$ cat config.mk
export PLATFORM = sky130hd
export DESIGN_NAME = inst_fetch
export DESIGN_NICKNAME = d
export VERILOG_FILES = /design/src/rtl/inst_fetch_pkg.sv /design/src/rtl/inst_fetch.sv
export SDC_FILE = /design/constraint.sdc
export NUM_CORES = 1
export LEC_CHECK = 0
export CAP_MARGIN = 5
export CORE_ASPECT_RATIO = 0.7
export CORE_MARGIN = 1
export CORE_UTILIZATION = 40
export CTS_CLUSTER_DIAMETER = 50
export DETAILED_ROUTE_END_ITERATION = 10
export PLACE_DENSITY = 0.72
export SETUP_SLACK_MARGIN = 0.05
export SYNTH_ARGS = -nofsm -noshare
export SYNTH_HDL_FRONTEND = slang
export SYNTH_SLANG_ARGS = --single-unit
$ cat constraint.sdc
create_clock -name clk -period 6 [get_ports clk]
set_input_delay 0.9 -clock clk [delete_from_list [all_inputs] [get_ports clk]]
set_output_delay 0.9 -clock clk [all_outputs]
set_load 0.005 [all_outputs]
$ cat src/rtl/inst_fetch_pkg.sv
// Shared types and constants for the instruction-fetch stage.
// A fetch is INST_BYTES single-byte reads assembled little-endian into one word.
package inst_fetch_pkg;

    localparam int INST_BYTES = 4;

    // Counters run 0..INST_BYTES, so three bits are enough.
    localparam logic [2:0] LAST_IDX = 3'(INST_BYTES - 1);
    localparam logic [2:0] FULL_CNT = 3'(INST_BYTES);

    typedef enum logic [1:0] {
        IF_IDLE,
        IF_FETCH,
        IF_WAIT,
        IF_VALID
    } if_state_e;

endpackage

$ cat src/rtl/inst_fetch.sv
// Instruction fetch: issues four byte reads, assembles the word and offers
// (pc, inst) to IF/ID; a taken branch from decode squashes and restarts.
module inst_fetch
    import inst_fetch_pkg::*;
#(
    parameter logic [31:0] RESET_PC = 32'h0
) (
    input  logic        clk,
    input  logic        rst,
    input  logic        br,
    input  logic [31:0] br_addr,
    output logic        mem_req,
    output logic [31:0] mem_addr,
    input  logic        mem_gnt,
    input  logic        mem_rvalid,
    input  logic [7:0]  mem_rdata,
    output logic        if_valid,
    input  logic        if_ready,
    output logic [31:0] if_pc,
    output logic [31:0] if_inst
);

    if_state_e   state_q, state_d;
    logic [31:0] pc_q, pc_d;
    logic [2:0]  req_cnt_q, req_cnt_d;
    logic [2:0]  rsp_cnt_q, rsp_cnt_d;
    logic [31:0] inst_q, inst_d;
    logic        issued_q, issued_d;

    logic        grant;
    logic        last_grant;
    logic        byte_take;
    logic        last_byte;
    logic        unused_br_lsbs;

    assign mem_req  = (state_q == IF_FETCH);
    assign mem_addr = pc_q + {29'd0, req_cnt_q};
    // Gated by br so a wrong-path word is never accepted in the branch cycle.
    assign if_valid = (state_q == IF_VALID) && !br;
    assign if_pc    = pc_q;
    assign if_inst  = inst_q;

    assign grant      = mem_req && mem_gnt;
    assign last_grant = grant && (req_cnt_q == LAST_IDX);
    assign byte_take  = mem_rvalid && issued_q && (rsp_cnt_q != FULL_CNT) &&
                        ((state_q == IF_FETCH) || (state_q == IF_WAIT));
    assign last_byte  = byte_take && (rsp_cnt_q == LAST_IDX);

    assign unused_br_lsbs = ^br_addr[1:0];

    always_comb begin
        state_d   = state_q;
        pc_d      = pc_q;
        req_cnt_d = req_cnt_q;
        rsp_cnt_d = rsp_cnt_q;
        inst_d    = inst_q;
        issued_d  = 1'b0;

        if (br && (state_q != IF_IDLE)) begin
            // issued_d stays 0, so a response to a request granted now is dropped.
            pc_d      = {br_addr[31:2], 2'b00};
            req_cnt_d = 3'd0;
            rsp_cnt_d = 3'd0;
            inst_d    = 32'd0;
            state_d   = IF_FETCH;
        end else begin
            if (byte_take) begin
                inst_d[{rsp_cnt_q[1:0], 3'b000} +: 8] = mem_rdata;
                rsp_cnt_d = rsp_cnt_q + 3'd1;
            end
            if (grant) begin
                req_cnt_d = req_cnt_q + 3'd1;
                issued_d  = 1'b1;
            end

            case (state_q)
                IF_IDLE:  state_d = IF_FETCH;
                IF_FETCH: begin
                    if (last_grant) begin
                        state_d = last_byte ? IF_VALID : IF_WAIT;
                    end
                end
                IF_WAIT: begin
                    if (last_byte) begin
                        state_d = IF_VALID;
                    end
                end
                IF_VALID: begin
                    if (if_ready) begin
                        pc_d      = pc_q + 32'd4;
                        req_cnt_d = 3'd0;
                        rsp_cnt_d = 3'd0;
                        state_d   = IF_FETCH;
                    end
                end
                default:  state_d = IF_IDLE;
            endcase
        end
    end

    always_ff @(posedge clk or negedge rst) begin
        if (!rst) begin
            state_q   <= IF_IDLE;
            pc_q      <= RESET_PC;
            req_cnt_q <= 3'd0;
            rsp_cnt_q <= 3'd0;
            inst_q    <= 32'd0;
            issued_q  <= 1'b0;
        end else begin
            state_q   <= state_d;
            pc_q      <= pc_d;
            req_cnt_q <= req_cnt_d;
            rsp_cnt_q <= rsp_cnt_d;
            inst_q    <= inst_d;
            issued_q  <= issued_d;
        end
    end

endmodule

### Word-level counts from Yosys, hierarchy flattened

Cells that the tools add are included.

| storage, ports and cells | value |
|---|---|
| register bits after elaboration | 73 |
| input bits | 46 |
| output and inout port bits | 98 |
| word-level logic and storage cells | 61 |

| cells by class | value |
|---|---|
| add/sub/neg operators | 5 |
| equality and inequality tests | 9 |
| shift operators | 2 |
| muxes and demuxes | 22 |
| reductions and logical operators | 17 |

Operators with widths:

| cell | number |
|---|---|
| $mux W32 | 5 |
| $add A32 B3 Y32 | 1 |
| $add A32 B3 Y32 const B | 1 |
| $bwmux W32 | 1 |
| $shift A8 B7 Y32 const A | 1 |
| $shiftx A8 B7 Y32 | 1 |
| $mux W3 | 8 |
| $logic_and A1 B1 Y1 | 8 |
| $mux W2 | 4 |
| $pmux W2 S4 | 1 |
| $reduce_bool A2 Y1 | 4 |
| $neg A5 Y7 | 1 |
| $add A3 B1 Y3 const B | 2 |
| $eq A3 B2 Y1 const B | 2 |
| $ne A3 B2 Y1 const B | 2 |
| $eq A2 B2 Y1 const B | 2 |
| $mux W1 | 3 |
| $ne A3 B1 Y1 const B | 1 |
| $ne A3 B3 Y1 const B | 1 |
| $reduce_and A3 Y1 | 1 |
| $eq A2 B1 Y1 const B | 1 |
| $logic_not A2 Y1 | 1 |
| $reduce_and A2 Y1 | 1 |
| $logic_not A1 Y1 | 1 |
| $logic_or A1 B1 Y1 | 1 |

### Depth between registers and ports, before layout

Gate-level depths: netlist (run 1).

| depth | value |
|---|---|
| depth in word-level cells | 8 |
| gate-level depth with buffers | 9 |
| depth with buffers taken out | 6 |

### Least setup slack after synthesis (run 1)

Ideal clock, no wire load.

| path | value |
|---|---|
| path kind | register -> output |
| start | reg pc_q[2], in the netlist if_pc[2] |
| end | out mem_addr[20] |
| arrival | 1,847 ps |
| data required time | 5,100 ps |
| path slack | 3,253 ps |
| cell stages (with the launch flop) | 7 |
| buffers on the path | 1 |
| cell sequence | dfrtp_1 ha_1 nand3_1 clkbuf_1 nor4_1 nand3_1 xnor2_1 |

| between the ends | value |
|---|---|
| word-level cells in the longest chain between the ends | 1 |

Ends and longest elaborated chain:

| item | RTL line | text |
|---|---|---|
| start, declared | inst_fetch.sv:24 | `logic [31:0] pc_q, pc_d;` |
| start signal, assigned | inst_fetch.sv:111 | `pc_q <= pc_d;` |
| $add A32 B3 Y32 | inst_fetch.sv:37 | `assign mem_addr = pc_q + {29'd0, req_cnt_q};` |
| end, declared | inst_fetch.sv:13 | `output logic [31:0] mem_addr,` |

Every way passes these cells.

### Final worst setup path (run 1)

| path | value |
|---|---|
| start | reg pc_q[2], in the netlist if_pc[2] |
| end | out mem_addr[31] |

The elaborated chain is that of the path after synthesis.

==> metrics.yaml, run 1 <==
yosys.area.top_type: "dfrtp_1"
tightest_slew_ns: 1.18
clock_skew_ns: 0.00405
synthFlopType: "dfrtp_1"
drtPass1Iterations: 5
layout.nets: 640
reg2reg_depth: 4
min_path_cells: 1
cpLargestDelayFamily: "simple AND/OR/NAND/NOR gates"
ys_seq_area_share_pct: 42.3
worstPathMaxFanout: 11
yosysWarnings: 0
drv_slew: 0
cts_tree: "done"
grt_antenna_before_repair: 0
layout_setup_ws_ns: 1.64
crit_path_start_kind: "flop"
crit_required_ns: 5.10
irDropWorstVdd_mv: 0.242
critPathCaptureType: "output port"
grt_overflow: 0
gp_congestion: 0.851
rsz0062_at_grt: "no"
syn_area_mm2: 0.00420
cp.depth: 6
cp-startpoint: "if_pc[2]$_DFFE_PN0P_"
drive_gt1_share_pct: 5.30
grt_max_degree: 72
grt_use_total_pct: 22.8
postSynthCellCount: 462
final_core_util_pct: 59.6
critical_path_class: "reg2out"
async_flop_share_pct: 100
cts_sinks: 71
r2r_start: "if_pc[5]$_DFFE_PN0P_"
clk_pin_slew_ns: 0.06
crit_path_top_delay_cell: "nor4_1"
cts_setup_buffers: 0
wire_per_inst_um: 17.1
dp_slack_ns: 2.04
coreArea_mm2: 0.00995
max_slew_margin_pct: 20.9
vias: 4008
hp-class: "reg2reg"
synth_edf_count: 0
ys_types: 48
row_count: 30
status: "finished clean"
min_period_ns: 4.36
post_drt_via_cell_ratio: 5.62
yosys-top-cells-area: "dfrtp_1 42%, xnor2_1 6.7%, a22o_1 5.0%"
cp_slowest_stage_delay_ns: 1.08
ys_ff_latch: 71
grt_pass1_wl_um: 19700
die_h_um: 87.8
tns_ns: 0
clk_latency_ns: 0.33
max_freq_mhz: 229
power.density_mw_per_mm2: 352
finalCritPeriodShare_pct: 72.6
root_buffer: "clkbuf_16"
clock_path_buffers: 2
setup_viol: 0
syn_area_per_cell_um2: 9.10
io_buffers: 139
die_area_mm2: 0.0109
initial_core_util_pct: 42.3
ios: 144
cp_cell_sequence: "ha_1 -> nand3_1 -> nor4_1 -> nand3_1 -> xnor2_1 -> clkdlybuf4s50_1"
dp_hpwl_um: 9030
syn_to_final_growth_pct: 41.0
wl_um: 12200
first_global_vias: 3842
holdWs_ns: 0.503
path_buf_inv: 1
drv_cap: 0
synth_top_cell_area_share_pct: 42.3
hold_viol_final: 0
drtIter0Drc: 281
leakage_nw: 2.37
worstPathArrival_ns: 3.46
cts-buffers-inserted: 9
diodes: 0
cts_resized: 0
power_mw: 2.09
crit_top_cell: "nand3_1"
ctsHtreeMaxLevel: 3
die_x_um: 125
cts_hold_buf: 0
drtAntennaViolNets: 0
synth_most_common_cell: "dfrtp_1"
drc_errors: 0
synth_common_cells: "71 x dfrtp_1, 53 x nand2_1, 33 x nor2_1"
fillers: 858
min-delay-start: "if_inst[24]$_DFFE_PN0P_"
-- stage by stage --
step           cells  cell area (um^2)
5_1_grt          713              5930
3_5_place_dp     697              5620
4_1_cts          713              5930
6_report         713              5930
3_3_place_gp     697              5620
2_1_floorplan    463              4210
-- placed cells by master, fill, tap and decap left out, types with 2 or more instances in the layout --
master | Yosys | final
bufinv_16 | 0 | 2
nor2_1 | 33 | 33
mux2i_1 | 2 | 2
and4_1 | 8 | 8
o21ai_0 | 28 | 28
clkinv_2 | 0 | 4
clkbuf_16 | 0 | 9
nand2_1 | 53 | 53
nor4b_1 | 2 | 2
nand3_1 | 26 | 26
buf_4 | 4 | 2
nand4_1 | 18 | 18
a22o_1 | 24 | 24
xor2_1 | 13 | 13
and3_1 | 5 | 5
nand3b_1 | 2 | 2
or3_1 | 7 | 7
nand4b_1 | 3 | 3
conb_1 | 1 | 2
a21oi_1 | 10 | 10
a221o_1 | 3 | 3
nand2b_1 | 2 | 2
a31o_2 | 3 | 3
ha_1 | 14 | 14
o31ai_1 | 2 | 2
nor4_2 | 5 | 5
dfrtp_1 | 71 | 71
clkdlybuf4s50_1 | 0 | 138
nor3_1 | 9 | 9
inv_1 | 17 | 17
xnor2_1 | 32 | 32
a31oi_1 | 11 | 11
nor4_1 | 6 | 6
or4_1 | 2 | 2
-- routing by layer --
metal  global-route usage [%]  part of all wire, %  vias up  routed length (um)
met2                     36.4                   46      150                5650
li1                         -                    -     1889                   -
met3                     5.44                  6.8       10                 825
met5                        0                    0        -                   0
met1                     31.5                   46     1959                5600
met4                     5.81                 0.89        0                 108
-- area by class of cell --
cell class	count	area (um^2)	share of cell area (%)
clock buffers	9	225	3.80
clock inverters	7	87.6	1.48
inverters	17	63.8	1.08
multi-input cells	340	2210	37.3
flip-flops and latches	71	1780	30.0
well taps	128	160	2.70
repair buffers	141	1400	23.6
-- registers in the layout, indices dropped and copies added (netlist names) --
register and cells:
state_q 2, rsp_cnt_q 3, if_pc 30, if_inst 32, issued_q 1, req_cnt_q 3
-- worst paths after layout --
kind | endpoint | slack, ns
max | mem_addr[31] | 1.64
min | if_inst[24]$_DFFE_PN0P_ | 0.50
max reg2reg | if_pc[28]$_DFFE_PN0P_ | 3.58
min reg2reg | if_inst[24]$_DFFE_PN0P_ | 0.50
max in group asynchronous | if_inst[8]$_DFFE_PN0P_ | 4.63
min in group asynchronous | if_pc[8]$_DFFE_PN0P_ | 0.78
-- kinds of logic after synthesis --
logic type / share of synthesized area, %
buffers and inverters: 5.33
AOI/OAI and AO/OA: 14.0
and+or+nand+nor: 24.3
muxes: 0.476
adders and majority gates: 4.17
xor gates and xnor gates: 9.38
DFF: 42.3
other: 0.0892
-- power breakdown --
group,switching [mW],internal [mW],leakage [nW]
clock network,0.200,0.361,0.155
registers,0.176,0.578,0.915
logic,0.328,0.445,1.30
total,0.704,1.38,2.37
Note: power is estimated with default switching activity, not from simulation.
==> run 2: changes to the inputs <==
==> constraint.sdc (replaced) <==
create_clock -name clk -period 4.1 [get_ports clk]
set_input_delay 0.615 -clock clk [delete_from_list [all_inputs] [get_ports clk]]
set_output_delay 0.615 -clock clk [all_outputs]
set_load 0.005 [all_outputs]
==> metrics.yaml, run 2 (same netlist as run 1, synthesis figures left out) <==
fillers: 850  # was 858
cpLargestDelayFamily: "simple AND/OR/NAND/NOR gates"  # unchanged
clock_path_buffers: 2  # unchanged
max_freq_mhz: 290
drtPass1Iterations: 4  # was 5
crit_required_ns: 3.48  # was 5.10 ns
grt_overflow: 0  # unchanged
ctsHtreeMaxLevel: 3  # unchanged
finalCritPeriodShare_pct: 84.0
hp-class: "in2async"  # was reg2reg
ios: 144  # unchanged
intPower_mw: 1.99  # was 1.38 mW
leakage_nw: 2.39  # was 2.37 nW
status: "finished clean"  # unchanged
die_h_um: 87.8  # unchanged
tightest_slew_ns: 1.01  # was 1.18 ns
min_period_ns: 3.44
combPwrFrac_pct: 37.8  # was 37.0%
die_x_um: 125  # unchanged
fin_cells: 718  # was 713
rsz0062_at_grt: "no"  # unchanged
crit_top_cell: "nand3_1"  # unchanged
switching_power_mw: 1.03  # was 0.704 mW
mostFrequentLayoutCell: "clkdlybuf4s50_1"  # unchanged
wl_um: 12500  # was 12200 um
setup_viol: 0  # unchanged
drtIter0Drc: 341  # was 281
die_area_mm2: 0.0109  # unchanged
clk_latency_ns: 0.33  # about the same
drive_gt1_share_pct: 5.76  # was 5.30%
grt_pass1_wl_um: 19600  # was 19700 um
crit_path_top_delay_cell: "nor4_2"  # was nor4_1
cp_slowest_stage_delay_ns: 0.55  # was 1.08 ns
critPathCaptureType: "output port"  # unchanged
final_cell_mix: "138 x clkdlybuf4s50_1, 71 x dfrtp_1, 53 x nand2_1, 33 x nor2_1, 32 x xnor2_1"  # unchanged
cts_resized: 0  # unchanged
p_sw_share_pct: 34.2  # was 33.7%
syn_to_final_growth_pct: 41.4  # was 41.0%
root_buffer: "clkbuf_16"  # unchanged
clk_pin_slew_ns: 0.06  # about the same
seq_power_share_pct: 36.7  # was 36.1%
dp_hpwl_um: 9240  # was 9030 um
irDropWorstVdd_mv: 0.314  # was 0.242 mV
largest_register_ffs: 32  # unchanged
clock_skew_ns: 0.00485  # was 0.00405 ns
cts_setup_buffers: 0  # unchanged
hold_viol_final: 0  # unchanged
drv_cap: 0  # unchanged
cts_sinks: 71  # unchanged
io_buffers: 139  # unchanged
wire_per_inst_um: 17.4  # was 17.1 um
diodes: 0  # unchanged
initial_core_util_pct: 42.3  # unchanged
first_global_vias: 3807  # was 3842
grt_use_total_pct: 22.9  # was 22.8%
drv_slew: 0  # unchanged
critical_path_class: "reg2out"  # unchanged
power.density_mw_per_mm2: 508  # was 352 mW/mm^2
grt_max_degree: 50  # was 72
cts-buffers-inserted: 9  # unchanged
cts_hold_buf: 0  # unchanged
drtAntennaViolNets: 0  # unchanged
worstPathMaxFanout: 11  # unchanged
row_count: 30  # unchanged
path_buf_inv: 2  # was 1
max_slew_margin_pct: 32.3  # was 20.9%
post_drt_via_cell_ratio: 5.63  # was 5.62
tns_ns: 0  # unchanged
drc_errors: 0  # unchanged
vias: 4040  # was 4008
cp_cell_sequence: "ha_1 -> nand3_1 -> buf_4 -> nor4_2 -> nand3_1 -> xnor2_1 -> clkdlybuf4s50_1"  # was ha_1 -> nand3_1 -> nor4_1 -> nand3_1 -> xnor2_1 -> clkdlybuf4s50_1
dp.cells: 702  # was 697
worstPathArrival_ns: 2.83  # was 3.46 ns
crit_path_start_kind: "flop"  # unchanged
p_clk_share_pct: 25.5  # was 26.9%
coreArea_mm2: 0.00995  # unchanged
layout.nets: 645  # was 640
grt_antenna_before_repair: 0  # unchanged
gp_congestion: 0.905  # was 0.851
cts_tree: "done"  # unchanged
-- run 2: cell count changes in the layout (fill, tap and decap cells not counted) --
cell | previous run | this run
buf_4 | 2 | 7
clkbuf_1 | 0 | 2
bufinv_16 | 2 | 1
clkbuf_8 | 0 | 1
clkinv_2 | 4 | 3
clkinvlp_4 | 1 | 0
-- run 2: worst paths after layout --
kind,startpoint,cells past startpoint,end,slack (ns)
max,if_pc[2]$_DFFE_PN0P_,7,mem_addr[25],0.66
min,rst,1,if_pc[10]$_DFFE_PN0P_,0.27
max reg2reg,state_q[0]$_DFFE_PN0P_,6,if_inst[20]$_DFFE_PN0P_,1.72
min reg2reg,if_inst[24]$_DFFE_PN0P_,1,if_inst[24]$_DFFE_PN0P_,0.50
max in group asynchronous,rst,2,rsp_cnt_q[2]$_DFF_PN0_,2.77
min in group clk,if_inst[24]$_DFFE_PN0P_,1,if_inst[24]$_DFFE_PN0P_,0.50
-- run 2: per-layer routing --
layer	routed length, um	GRT usage [%]
met1	5790	31.7
met4	123	6.13
met2	5700	36.4
met3	893	5.01
met5	0	0
-- run 2: power by group through the flow --
stage	clock network [mW]	logic [mW]	registers (mW)
5_1_grt	0.822	1.24	1.13
4_1_cts	0.784	1.15	1.10
3_5_place_dp	0	1.14	1.11
2_1_floorplan	0	0.617	0.991
6_report	0.770	1.14	1.11
3_3_place_gp	0	1.11	1.10
-- run 2: area by class of cell --
| type | instances | area (um^2) | area share, % |
|---|---|---|---|
| Multi-Input combinational cell | 340 | 2210 | 37.2 |
| Sequential cell | 71 | 1780 | 29.9 |
| Timing Repair Buffer | 146 | 1440 | 24.2 |
| Clock buffer | 12 | 246 | 4.15 |
| Tap cell | 128 | 160 | 2.69 |
| Inverter | 17 | 63.8 | 1.07 |
| Clock inverter | 4 | 45.0 | 0.758 |
-- run 2: through the flow --
stage | power [mW] | util [%] | cell area [um^2] | setup WS [ns] | hold WS, ns
2_1_floorplan | 1.61 | - | 4210 | 1.64 | 0.319
3_3_place_gp | 2.21 | 56.8 | 5650 | 1.04 | 0.490
3_5_place_dp | 2.25 | 56.8 | 5650 | 1.04 | 0.492
4_1_cts | 3.03 | 59.8 | 5950 | 0.640 | 0.282
5_1_grt | 3.20 | 59.8 | 5950 | 0.493 | 0.305
6_report | 3.02 | 59.8 | 5950 | 0.657 | 0.271
